<file path="config.mk">
export PLATFORM = sky130hd
export DESIGN_NAME = clk_div_multi
export DESIGN_NICKNAME = d
export VERILOG_FILES = /design/src/rtl/clk_div_multi.sv
export SDC_FILE = /design/constraint.sdc
export NUM_CORES = 1
export LEC_CHECK = 0
export BUFFER_PORTS_ARGS = -buffer_cell sky130_fd_sc_hd__buf_4
export CELL_PAD_IN_SITES_DETAIL_PLACEMENT = 0
export CELL_PAD_IN_SITES_GLOBAL_PLACEMENT = 1
export CORE_MARGIN = 5
export CORE_UTILIZATION = 35
export CTS_CLUSTER_SIZE = 30
export DETAILED_ROUTE_END_ITERATION = 8
export GPL_TIMING_DRIVEN = 0
export PLACE_DENSITY = 0.64
export SYNTH_ARGS = -nofsm -noshare
export SYNTH_HDL_FRONTEND = slang
export SYNTH_SLANG_ARGS = --single-unit
</file>
<file path="constraint.sdc">
create_clock -name clk -period 4.45 [get_ports clk]
set_input_delay 0.2225 -clock clk [delete_from_list [all_inputs] [get_ports clk]]
set_output_delay 0.2225 -clock clk [all_outputs]
set_load 0.05 [all_outputs]
</file>
<file path="src/rtl/clk_div_multi.sv">
// clk_div_multi: multi-channel programmable clock/tick divider.
// Each channel divides clk by its own runtime divisor and produces a
// registered square output and a one-cycle end-of-period tick. A new
// divisor is held pending until the current period completes, or applied
// right away while the channel is disabled, so the outputs never glitch.
module clk_div_multi #(
  parameter int CHANNELS             = 2,
  parameter int CNT_W                = 32,
  parameter int unsigned DEFAULT_DIV = 50_000_000
) (
  input  logic                      clk,
  input  logic                      rst_n,
  input  logic [CHANNELS-1:0]       en,
  input  logic [CHANNELS*CNT_W-1:0] div_in,
  input  logic [CHANNELS-1:0]       div_we,
  output logic [CHANNELS-1:0]       clk_out,
  output logic [CHANNELS-1:0]       tick,
  output logic [CHANNELS-1:0]       pend
);

  localparam logic [CNT_W-1:0] ONE      = {{(CNT_W-1){1'b0}}, 1'b1};
  localparam logic [CNT_W-1:0] DIV_INIT = CNT_W'(DEFAULT_DIV);

  for (genvar g = 0; g < CHANNELS; g++) begin : gen_ch
    logic [CNT_W-1:0] cnt_q, cnt_d;
    logic [CNT_W-1:0] divAct_q, divAct_d;
    logic [CNT_W-1:0] divPend_q, divPend_d;
    logic             pend_q, pend_d;
    logic             clkOut_q, clkOut_d;
    logic             tick_q, tick_d;
    logic [CNT_W-1:0] divRaw, divNorm, divLast, divHalf;
    logic             boundary;

    // A written divisor of zero would mean "never wrap", so it is stored as one.
    assign divRaw  = div_in[g*CNT_W +: CNT_W];
    assign divNorm = (divRaw == '0) ? ONE : divRaw;

    // Period arithmetic; divAct_q is never zero so D-1 cannot underflow.
    assign divLast  = divAct_q - ONE;
    assign divHalf  = divAct_q >> 1;
    assign boundary = (cnt_q == divLast);

    // Next-state: counting, output shaping and boundary-aligned divisor updates.
    always_comb begin
      cnt_d     = cnt_q;
      divAct_d  = divAct_q;
      divPend_d = divPend_q;
      pend_d    = pend_q;
      clkOut_d  = clkOut_q;
      tick_d    = 1'b0;
      if (!en[g]) begin
        cnt_d    = '0;
        clkOut_d = 1'b0;
        if (div_we[g]) begin
          divAct_d = divNorm;
          pend_d   = 1'b0;
        end else if (pend_q) begin
          divAct_d = divPend_q;
          pend_d   = 1'b0;
        end
      end else begin
        tick_d   = boundary;
        clkOut_d = (divAct_q > ONE) ? (cnt_q < divHalf) : ~clkOut_q;
        if (boundary) begin
          cnt_d = '0;
          if (div_we[g]) begin
            divAct_d = divNorm;
            pend_d   = 1'b0;
          end else if (pend_q) begin
            divAct_d = divPend_q;
            pend_d   = 1'b0;
          end
        end else begin
          cnt_d = cnt_q + ONE;
          if (div_we[g]) begin
            divPend_d = divNorm;
            pend_d    = 1'b1;
          end
        end
      end
    end

    // Channel state registers; reset drops any pending write.
    always_ff @(posedge clk or negedge rst_n) begin
      if (!rst_n) begin
        cnt_q     <= '0;
        divAct_q  <= DIV_INIT;
        divPend_q <= DIV_INIT;
        pend_q    <= 1'b0;
        clkOut_q  <= 1'b0;
        tick_q    <= 1'b0;
      end else begin
        cnt_q     <= cnt_d;
        divAct_q  <= divAct_d;
        divPend_q <= divPend_d;
        pend_q    <= pend_d;
        clkOut_q  <= clkOut_d;
        tick_q    <= tick_d;
      end
    end

    assign clk_out[g] = clkOut_q;
    assign tick[g]    = tick_q;
    assign pend[g]    = pend_q;
  end

endmodule

</file>
# == After elaboration in Yosys (flattened, before gate mapping) ==
# Index checks and enable logic that the tools add are counted.
# op_classes
add_sub_neg,4
mul,0
div,0
order_cmp,4
eq_ne,6
shift,0
n_mux,26
bitwise_logic,4
n_reduce_logical,4
# ops
op,count
2-to-1 mux 32 bit,14
"adder 32 x 1 -> 32 bit, second input constant",2
equality test 32 bit,2
"greater-than comparator 32 x 1 -> 1 bit, second input constant",2
logical NOT 32 bit,2
< comparator 32 x 31 -> 1 bit,2
"subtractor 32 x 1 -> 32 bit, second input constant",2
2-to-1 mux 1 bit,12
"!= test 3 x 1 -> 1 bit, second input constant",2
AND reduction 3 bit,2
"!= test 2 x 1 -> 1 bit, second input constant",2
NOT 1 bit,4
# totals
reg_bits,198
latchBits,0
ramBits,0
mem_bits_ro,0
input_bits,70
out_inout_bits,6
word_cells,60
mem_count,0

# == Depth between registers and ports, before layout ==
# Gate-level depths: netlist (run 1).
# logic_depth
ltp_word,5
ltp_mapped,13
ltp_nobuf,10

# == Worst setup path before layout (run 1) ==
# OpenSTA, ideal clock, no wires.
# synth_path
path_type,reg-to-reg
start,reg gen_ch[0].divAct_q[13]
end,reg gen_ch[0].divAct_q[24]
setup_ns,0.082
t_arrival_ns,3.462
t_required_ns,4.368
path_slack_ns,0.906
path_stages_with_launch,13
path_buffers,4
synth_period_minus_slack_ns,3.544
cell_sequence,dfstp_2 > buf_2 > or4_4 > buf_6 > or3_4 > or4_1 > xnor2_1 > nor4_1 > nand4bb_2 > or4_1 > buf_2 > buf_6 > a22oi_2
# synth_between
elab_chain_cells,3
# synth_rtl
element,line,source
"start, declared",26,"logic [CNT_W-1:0] divAct_q, divAct_d;"
"start signal, assigned",94,divAct_q <= divAct_d;
subtractor 32 x 1 -> 32 bit,39,assign divLast = divAct_q - ONE;
equality test 32 bit,41,assign boundary = (cnt_q == divLast);
!= test 2 x 1 -> 1 bit (no line),--,
# Every way passes these cells.
# A chain may end at the register's enable or synchronous reset.

# == Worst setup path in the final report (run 1) ==
# layout_path
start,reg gen_ch[1].divAct_q[0]
end,reg gen_ch[1].cnt_q[26]
# layout_between
elab_chain_cells,4
# layout_rtl
element,line,source
"start, declared",26,
"start signal, assigned",94,
subtractor 32 x 1 -> 32 bit,39,
equality test 32 bit,41,
2-to-1 mux 32 bit,64,if (boundary) begin
2-to-1 mux 32 bit,51,if (!en[g]) begin
net gen_ch[1].cnt_d[26],25,"logic [CNT_W-1:0] cnt_q, cnt_d;"
"end signal, assigned",93,cnt_q <= cnt_d;
"end, declared",25,
# The timed path passes the listed nets, and every way through them passes these cells.

==> results.ini, run 1 <==
[status]
outcome = complete, no violations

[synthesis]
synth_area_leader_cell = dfrtp_1
synthCells = 1491
ys_async_sr_fraction_pct = 100
synth_most_common_cell = nor2_1
ys_types = 80
synth_top_cell_area_share_pct = 27.6
netlist_area_sq_mm = 0.0136
ys_dominant_reg_cell = dfrtp_1
yosys_warnings = 0
synth_area_leaders = dfrtp_1 (28%), dfstp_2 (9.3%), nor2_1 (6.1%)
yosysSeqAreaShare_pct = 36.9
syn_nets = 1627
synthTopCellsByCount = nor2_1 (221), dfrtp_1 (150), nand2_1 (112)
synth-seq-cells = 198
synth_edf_count = 0
syn_area_per_cell_sq_um = 9.13

[floorplanning]
start_util_pct = 35.3
dieHeight_microns = 207
dieWidth_microns = 207
core-area_sq_mm = 0.0386
io_pins = 76
rows = 72
design.die.area_sq_mm = 0.0429

[cts]
clkSinkCount = 198
clock_latency_ns = 0.47
post_cts_buffers = 0
cts_buffer_depth = 2
cts_tree = done
htreeDepth = 4
numCtsBuffers = 17
root_buffer = clkbuf_16
clk_pin_slew_ns = 0.08

[worst_setup_path]
cp_cell_sequence = inv_1 > ha_1 > or4b_1 > buf_2 > or4_1 > o41ai_1 > o22ai_1 > nor4b_2 > nand4_1 > nand2_1 > buf_2 > nor2_1
worstRegToRegCells = 12
r2r_end = gen_ch[1].cnt_q[26]
worst_setup_path_start_kind = flop
slowest_stage = or4_1
crit_path_end = gen_ch[1].cnt_q[26]
endpoint_kind = flop
cp_common_cell = buf_2
critPathKind = reg2reg
worst_ep_required_time_ns = 4.79
max_stage_delay_ns = 0.51
worstPathMaxFanout = 10
cp.arrival_ns = 4.41
crit_path_start = gen_ch[1].divAct_q[0]
rr_startpoint = gen_ch[1].divAct_q[0]
r2r_slack_ns = 0.39

[place]
gp_congestion = 0.846
io_buffers = 73
dp_cells = 2083
dpl_worst_slack_ns = 0.117
hpwl_microns = 29600

[timing]
fin_ws_ns = 0.387
slew_viol_final = 0
setup_tns_ns = 0
worst_slew_pin_slew_ns = 1.29
period_minus_slack_ns = 4.06
timing.final.crit_share_pct = 91.3
finClkSkew_ns = 0.0144
max_freq_mhz = 246
rsz0062_at_grt = no
holdWs_ns = 0.0305
relSlewSlack_pct = 13.5
hold_viol = 0
setup_viol = 0

[grt]
grt_pass1_wl_microns = 63800
grt_max_degree = 110
gr-usage-met1_pct = 29.1
gr-total-overflow = 0
gr-usage-met3_pct = 2.65
first_global_vias = 11172
antenna_found_initial = 0
grt_usage_pct = 18.2
use_met2_pct = 25.6
grt_most_used_layer = met1

[power_and_ir_drop]
peakVddDrop_v = 0.000344
powerDensity_mw_per_mm2 = 308
clkPwrFrac_pct = 33.3
pwr-share-seq_pct = 45.0
comb_power_share_pct = 21.6
p_int_w = 0.00335
p_switching_w = 0.00158
switching_share_pct = 32.1
leakage_nw = 6.83

[routing]
ant_nets = 0
vias_per_cell = 5.27
routed_wl_microns = 39000
drt_iter0_drc = 699
vias = 11441
remaining_drc_errors = 0
dr.pass1.iters = 5
wl_per_cell_microns = 18.0

[final_layout]
post_route_cells_drive_above_1_share_pct = 17.9
stdcell_count = 2173
post-route-util_pct = 41.6
nets = 1778
syn_to_final_growth_pct = 17.9
diodes = 0
fill_cells = 3898

[worst_hold_path]
worstHoldPathType = in2reg

[run]
drv_cap = 0

-- registers in the layout, indices dropped and copies added, names as in the netlist --
signal            cells
gen_ch.clkOut_q       2
gen_ch.cnt_q         64
gen_ch.divAct_q      64
gen_ch.divPend_q     64
gen_ch.pend_q         2
gen_ch.tick_q         2
-- logic make-up (layout without fill, tap and decap cells) --
logic type,after synthesis,after routing,synth area share (%)
AO/OA/AOI/OAI,249,249,14.4
flip-flops,198,198,36.9
XOR/XNOR,142,142,9.14
AND/OR/NAND/NOR,602,602,22.3
adder cells (fa/ha/maj),66,66,6.07
multiplexers,72,72,5.90
buffers and inverters,162,326,5.37
-- critical path: cells and delay by family, from the launching register on --
kind	cells	cell delay (ns)
compound gates	2	0.37
buf+inv	3	0.65
simple gates	6	2.18
fa+ha+maj	1	0.25
flops	1	0.48
-- repair_timing --
action	CTS	global route
gates resized for setup	0	1
setup endpoints to repair	0	3
hold buffers	58	0
hold endpoints to repair	147	0
-- power groups by stage --
stage          logic, W  clock network [W]  registers [W]
6_report        0.00107            0.00165        0.00222
3_3_place_gp    0.00100                  0        0.00225
3_5_place_dp    0.00102                  0        0.00225
2_1_floorplan  0.000723                  0        0.00218
5_1_grt         0.00119            0.00177        0.00225
4_1_cts         0.00107            0.00170        0.00222
-- cells in the final DEF, fill, tap and decap left out, drive strengths merged, types with 63 or more instances in the layout --
cell / count
nor2: 221
dfrtp: 150
buf: 113
nand2: 112
inv: 81
xnor2: 79
o21ai: 72
ha: 66
mux2: 66
clkbuf: 65
xor2: 63
-- worst min-delay path by stage --
stage	start	end	cells after the start
after global routing	div_in[16]	gen_ch[0].divPend_q[16]	2
after CTS	div_in[16]	gen_ch[0].divPend_q[16]	2
after floorplan	rst_n	gen_ch[0].clkOut_q	0
final	div_in[13]	gen_ch[0].divPend_q[13]	2
after detailed placement	rst_n	gen_ch[0].cnt_q[7]	1
after global placement	div_in[58]	gen_ch[1].divPend_q[26]	2
-- cell type report --
cell class,instances,area [sq um],share of cell area (%)
repair buffers,132,1160,7.25
clock inverters,15,195,1.22
inverters,75,282,1.75
flip-flops and latches,198,5010,31.3
well taps,518,648,4.04
clock buffers,17,425,2.65
plain buffers,87,449,2.80
multi-input cells,1131,7870,49.0
-- metal layers --
metal	wire [microns]	up-vias
li1	-	5617
met1	21000	5585
met2	16400	223
met3	1360	16
met4	283	0
met5	0	-
-- through the flow --
| step | instance area, sq um | power, W |
|---|---|---|
| global placement | 14800 | 0.00325 |
| CTS | 16000 | 0.00499 |
| finish | 16000 | 0.00494 |
| floorplan | 13600 | 0.00290 |
| global route | 16000 | 0.00521 |
| detailed placement | 14800 | 0.00327 |
(Power assumes the default switching activity.)
==> run 2: changes to the inputs <==
Settings changed: CTS_BUF_LIST set to sky130_fd_sc_hd__clkbuf_4 sky130_fd_sc_hd__clkbuf_8 sky130_fd_sc_hd__clkbuf_16, RECOVER_POWER set to 25.
==> run 2 against run 1 <==
Largest cell class unchanged. Non-clock buffer count is the same. Largest power group unchanged. Critical path depth is the same. Clock skew shrank 0.0021 ns. Core utilization is essentially flat. Wire length is essentially flat. Total power is essentially flat. Combinational power is essentially flat. Global-route usage is the same. Worst hold slack lost 0.0020 ns. Sequential power is essentially flat. The run now ends with capacitance limit, slew limit left. Critical path type unchanged. Fmax grew 0.51%. Cell area is essentially flat.
==> results.ini, run 2 (synthesized netlist as in run 1, its figures left out) <==
[cts]
htreeDepth = 4
post_cts_buffers = 0
clk_pin_slew_ns = 0.08
numCtsBuffers = 17
clock_latency_ns = 0.47
cts_buffer_depth = 2
root_buffer = clkbuf_16
clkSinkCount = 198
cts_tree = done

[worst_setup_path]
worst_setup_path_start_kind = flop
critPathKind = reg2reg
r2r_slack_ns = 0.41
endpoint_kind = flop
cp.arrival_ns = 4.39
worst_ep_required_time_ns = 4.79
worstPathMaxFanout = 10

[timing]
finClkSkew_ns = 0.0123
holdWs_ns = 0.0285
rsz0062_at_grt = no
period_minus_slack_ns = 4.04
max_freq_mhz = 247
timing.final.crit_share_pct = 90.8
relSlewSlack_pct = -92.2
hold_viol = 0
worst_slew_pin_slew_ns = 2.88
slew_viol_final = 109
setup_viol = 0
setup_tns_ns = 0

[power_and_ir_drop]
peakVddDrop_v = 0.000344
leakage_nw = 6.83
finalPower_w = 0.00494
powerDensity_mw_per_mm2 = 308

[grt]
antenna_found_initial = 0
grt_pass1_wl_microns = 63800
first_global_vias = 11172
grt_max_degree = 110
gr-total-overflow = 0
grt_usage_pct = 18.2

[routing]
routed_wl_microns = 39000
ant_nets = 0
vias = 11444
dr.pass1.iters = 6
drt_iter0_drc = 723
vias_per_cell = 5.27
remaining_drc_errors = 0
wl_per_cell_microns = 18.0

[floorplanning]
design.die.area_sq_mm = 0.0429
core-area_sq_mm = 0.0386
rows = 72
dieHeight_microns = 207
io_pins = 76
start_util_pct = 35.3
dieWidth_microns = 207

[final_layout]
post_route_cells_drive_above_1_share_pct = 17.9
post-route-util_pct = 41.6
reg_top3 = gen_ch.cnt_q (64), gen_ch.divAct_q (64), gen_ch.divPend_q (64)
diodes = 0
nets = 1778
mostFrequentLayoutCell = nor2_1
final_cell_mix = nor2_1 (221), dfrtp_1 (150), nand2_1 (112)
syn_to_final_growth_pct = 17.9

[place]
hpwl_microns = 29600
io_buffers = 73
gp_congestion = 0.846

[status]
violations = capacitance limit, slew limit
outcome = finished with violations

[run]
drv_cap = 1

[worst_hold_path]
worstHoldPathType = in2reg

==> run 2: changes by cell type in the layout (fill, tap and decap cells not counted) <==
cell,previous run,this run
clkbuf_2,0,1
buf_8,1,0
==> run 2: final timing paths <==
kind	start	to	depth (start not counted)
worst min register to register	gen_ch[1].clkOut_q	gen_ch[1].clkOut_q	1
worst min-delay path	div_in[13]	gen_ch[0].divPend_q[13]	2
worst max-delay path	gen_ch[1].divAct_q[0]	gen_ch[1].cnt_q[27]	12
min in group asynchronous	rst_n	gen_ch[0].cnt_q[5]	2
worst max register to register	gen_ch[1].divAct_q[0]	gen_ch[1].cnt_q[27]	12
max in group asynchronous	rst_n	gen_ch[1].cnt_q[21]	2
==> run 2: through the flow <==
stage | area [sq um] | instances | setup slack, ns
after global routing | 16000 | 2173 | 0.0423
final | 16000 | 2173 | 0.407
after global placement | 14800 | 2082 | 0.151
after detailed placement | 14800 | 2083 | 0.117
after CTS | 16000 | 2173 | 0.113
after floorplan | 13600 | 1491 | 0.906
==> run 2: worst max-delay path, stage by stage (launching register included) <==
cell and delay, ns:
dfrtp_1 0.48, inv_1 0.10, ha_1 0.25, or4b_1 0.45, buf_2 0.18, or4_1 0.51, o41ai_1 0.15, o22ai_1 0.22
nor4b_2 0.30, nand4_1 0.34, nand2_1 0.49, buf_2 0.36, nor2_1 0.08
==> run 2: cell type report <==
type	instances	area [sq um]
buffer	87	449
clock buffer	17	425
clock inverter	15	195
fill	3899	22500
inverter	75	282
multi-input combinational	1131	7870
sequential	198	5010
tap	518	648
timing repair buffer	132	1150
==> run 2: report_power, final <==
part | total, W | leakage (nW) | switching [W] | internal, W
Clock | 0.00165 | 0.297 | 0.000789 | 0.000856
Combinational | 0.00107 | 4.15 | 0.000593 | 0.000474
Sequential | 0.00223 | 2.38 | 0.000203 | 0.00202
==> run 2: metal layers <==
| metal | GRT usage, % | part of all wire, % |
|---|---|---|
| met5 | 0 | 0 |
| met3 | 2.65 | 3.4 |
| met2 | 25.6 | 42 |
| met1 | 29.1 | 54 |
| met4 | 4.01 | 0.78 |
==> run 2: timing repair <==
action / in CTS / in global routing
endpoints found under the hold margin: 147 / 0
setup endpoints to repair: 0 / 3
hold buffers: 58 / 0
resized for setup: 0 / 1
==> run 3: changes to the inputs <==
Settings changed: PLACE_DENSITY 0.64 to 0.7, RECOVER_POWER 25 to 100.
==> run 3 against run 2 <==
The flow still finishes with violations (capacitance limit, slew limit). Worst hold slack better by 0.00057 ns. Cell area decreased by 1.8%. Sequential power about the same. Via count fell by 0.38%. Combinational power down 5%. First-iteration DRC count decreased by 15%. Core utilization decreased by 0.74 points. Total power decreased by 0.94%. Clock power barely moved. Setup slack lost 0.16 ns. Flip-flop and latch count stayed put. Largest cell class unchanged. Largest power group unchanged. Highest routed layer unchanged.
==> results.ini, run 3 (synthesized netlist as in run 1, its figures left out) <==
[status]
outcome = finished with violations
violations = capacitance limit, slew limit

[routing]
routed_wl_microns = 37800
dr.pass1.iters = 5
vias_per_cell = 5.27
wl_per_cell_microns = 17.5
ant_nets = 0
remaining_drc_errors = 0
vias = 11401
drt_iter0_drc = 614

[timing]
holdWs_ns = 0.0291
hold_viol = 0
worst_slew_pin_slew_ns = 2.04
period_minus_slack_ns = 4.20
fin_ws_ns = 0.248
relSlewSlack_pct = -35.7
timing.final.crit_share_pct = 94.4
setup_viol = 0
rsz0062_at_grt = no
setup_tns_ns = 0
slew_viol_final = 201
max_freq_mhz = 238
finClkSkew_ns = 0.0206

[grt]
grt_max_degree = 120
grt_pass1_wl_microns = 62100
first_global_vias = 11418
grt_usage_pct = 17.6
antenna_found_initial = 0
gr-total-overflow = 0

[cts]
clk_pin_slew_ns = 0.08
clock_latency_ns = 0.47
cts_tree = done
clkSinkCount = 198
cts_buffer_depth = 2
root_buffer = clkbuf_16
htreeDepth = 4
numCtsBuffers = 17
post_cts_buffers = 0

[final_layout]
nets = 1768
final_cell_mix = nor2_1 (221), dfrtp_1 (150), nand2_1 (111)
mostFrequentLayoutCell = nor2_1
reg_top3 = gen_ch.cnt_q (64), gen_ch.divAct_q (64), gen_ch.divPend_q (64)
syn_to_final_growth_pct = 15.8
fill_cells = 3925
post_route_cells_drive_above_1_share_pct = 16.0
diodes = 0

[worst_setup_path]
worstRegToRegCells = 10
critPathKind = reg2reg
worst_ep_required_time_ns = 4.80
worstPathMaxFanout = 10
r2r_slack_ns = 0.25
endpoint_kind = flop
worst_setup_path_start_kind = flop
cp.arrival_ns = 4.55

[place]
io_buffers = 73
dpl_worst_slack_ns = 0.0511
hpwl_microns = 29100
gp_congestion = 0.872

[floorplanning]
rows = 72
design.die.area_sq_mm = 0.0429
start_util_pct = 35.3
dieHeight_microns = 207
dieWidth_microns = 207
io_pins = 76
core-area_sq_mm = 0.0386

[run]
drv_cap = 2

[worst_hold_path]
holdPathStages = 2
worstHoldPathType = in2reg

[power_and_ir_drop]
leakage_nw = 6.74
peakVddDrop_v = 0.000279
powerDensity_mw_per_mm2 = 311

==> run 3: cell count changes in the layout (fill, tap and decap cells not counted), moves of 9 or more <==
cell / delta
clkbuf_1: +9
buf_2: -10
a22oi_2: -25
a22oi_1: +25
dlygate4sd3_1: -10
clkbuf_2: +13
buf_4: -10
==> run 3: per-stage QoR <==
step	utilization, %	cells	total power [W]	instance area, sq um
floorplan	-	1491	0.00290	13600
global placement	38.4	2082	0.00323	14800
detailed placement	38.5	2083	0.00326	14800
CTS	41.3	2162	0.00497	15900
global route	40.9	2163	0.00517	15800
finish	40.9	2163	0.00489	15800
==> run 3: path summary, 6_finish.rpt <==
kind	from	end
worst max-delay path	gen_ch[1].divAct_q[2]	gen_ch[1].divPend_q[16]
worst min-delay path	div_in[17]	gen_ch[0].divPend_q[17]
worst max register to register	gen_ch[1].divAct_q[2]	gen_ch[1].divPend_q[16]
worst min register to register	gen_ch[1].divPend_q[4]	gen_ch[1].divPend_q[4]
max in group asynchronous	rst_n	gen_ch[1].divPend_q[29]
min in group asynchronous	rst_n	gen_ch[0].cnt_q[3]
==> run 3: layout make-up <==
type                    count  area [sq um]  share of cell area (%)
plain buffers              87           419                    2.66
well taps                 518           648                    4.11
clock inverters            14           190                    1.21
inverters                  75           282                    1.79
multi-input cells        1131          7750                    49.2
repair buffers            122          1010                    6.42
clock buffers              18           433                    2.75
flip-flops and latches    198          5010                    31.8
==> run 3: report_power, final <==
group | internal (W) | switching (W)
sequential | 0.00202 | 0.000193
combinational | 0.000453 | 0.000569
clock | 0.000863 | 0.000791
total | 0.00334 | 0.00155
==> run 3: timing repair <==
| item | CTS | global route |
|---|---|---|
| gates resized for setup | 0 | 3 |
| endpoints found under the setup margin | 0 | 81 |
| hold buffers | 47 | 1 |
| hold endpoints to repair | 116 | 1 |
==> run 3: critical path, stage by stage, from the launching register on <==
cell       delay (ns)
dfrtp_1          0.36
clkbuf_2         0.19
nor3_1           0.55
nand4_2          0.41
nor4_1           0.49
mux2_1           0.38
a2111oi_1        0.37
nand4_1          0.43
nand3_2          0.30
clkbuf_4         0.27
mux2_1           0.33
==> run 3: routing by layer <==
layer  routed length [microns]  global-route usage, %
met1                     17500                   23.7
met2                     18600                   29.6
met3                      1040                   2.78
met4                       670                   4.83
met5                         0                      0
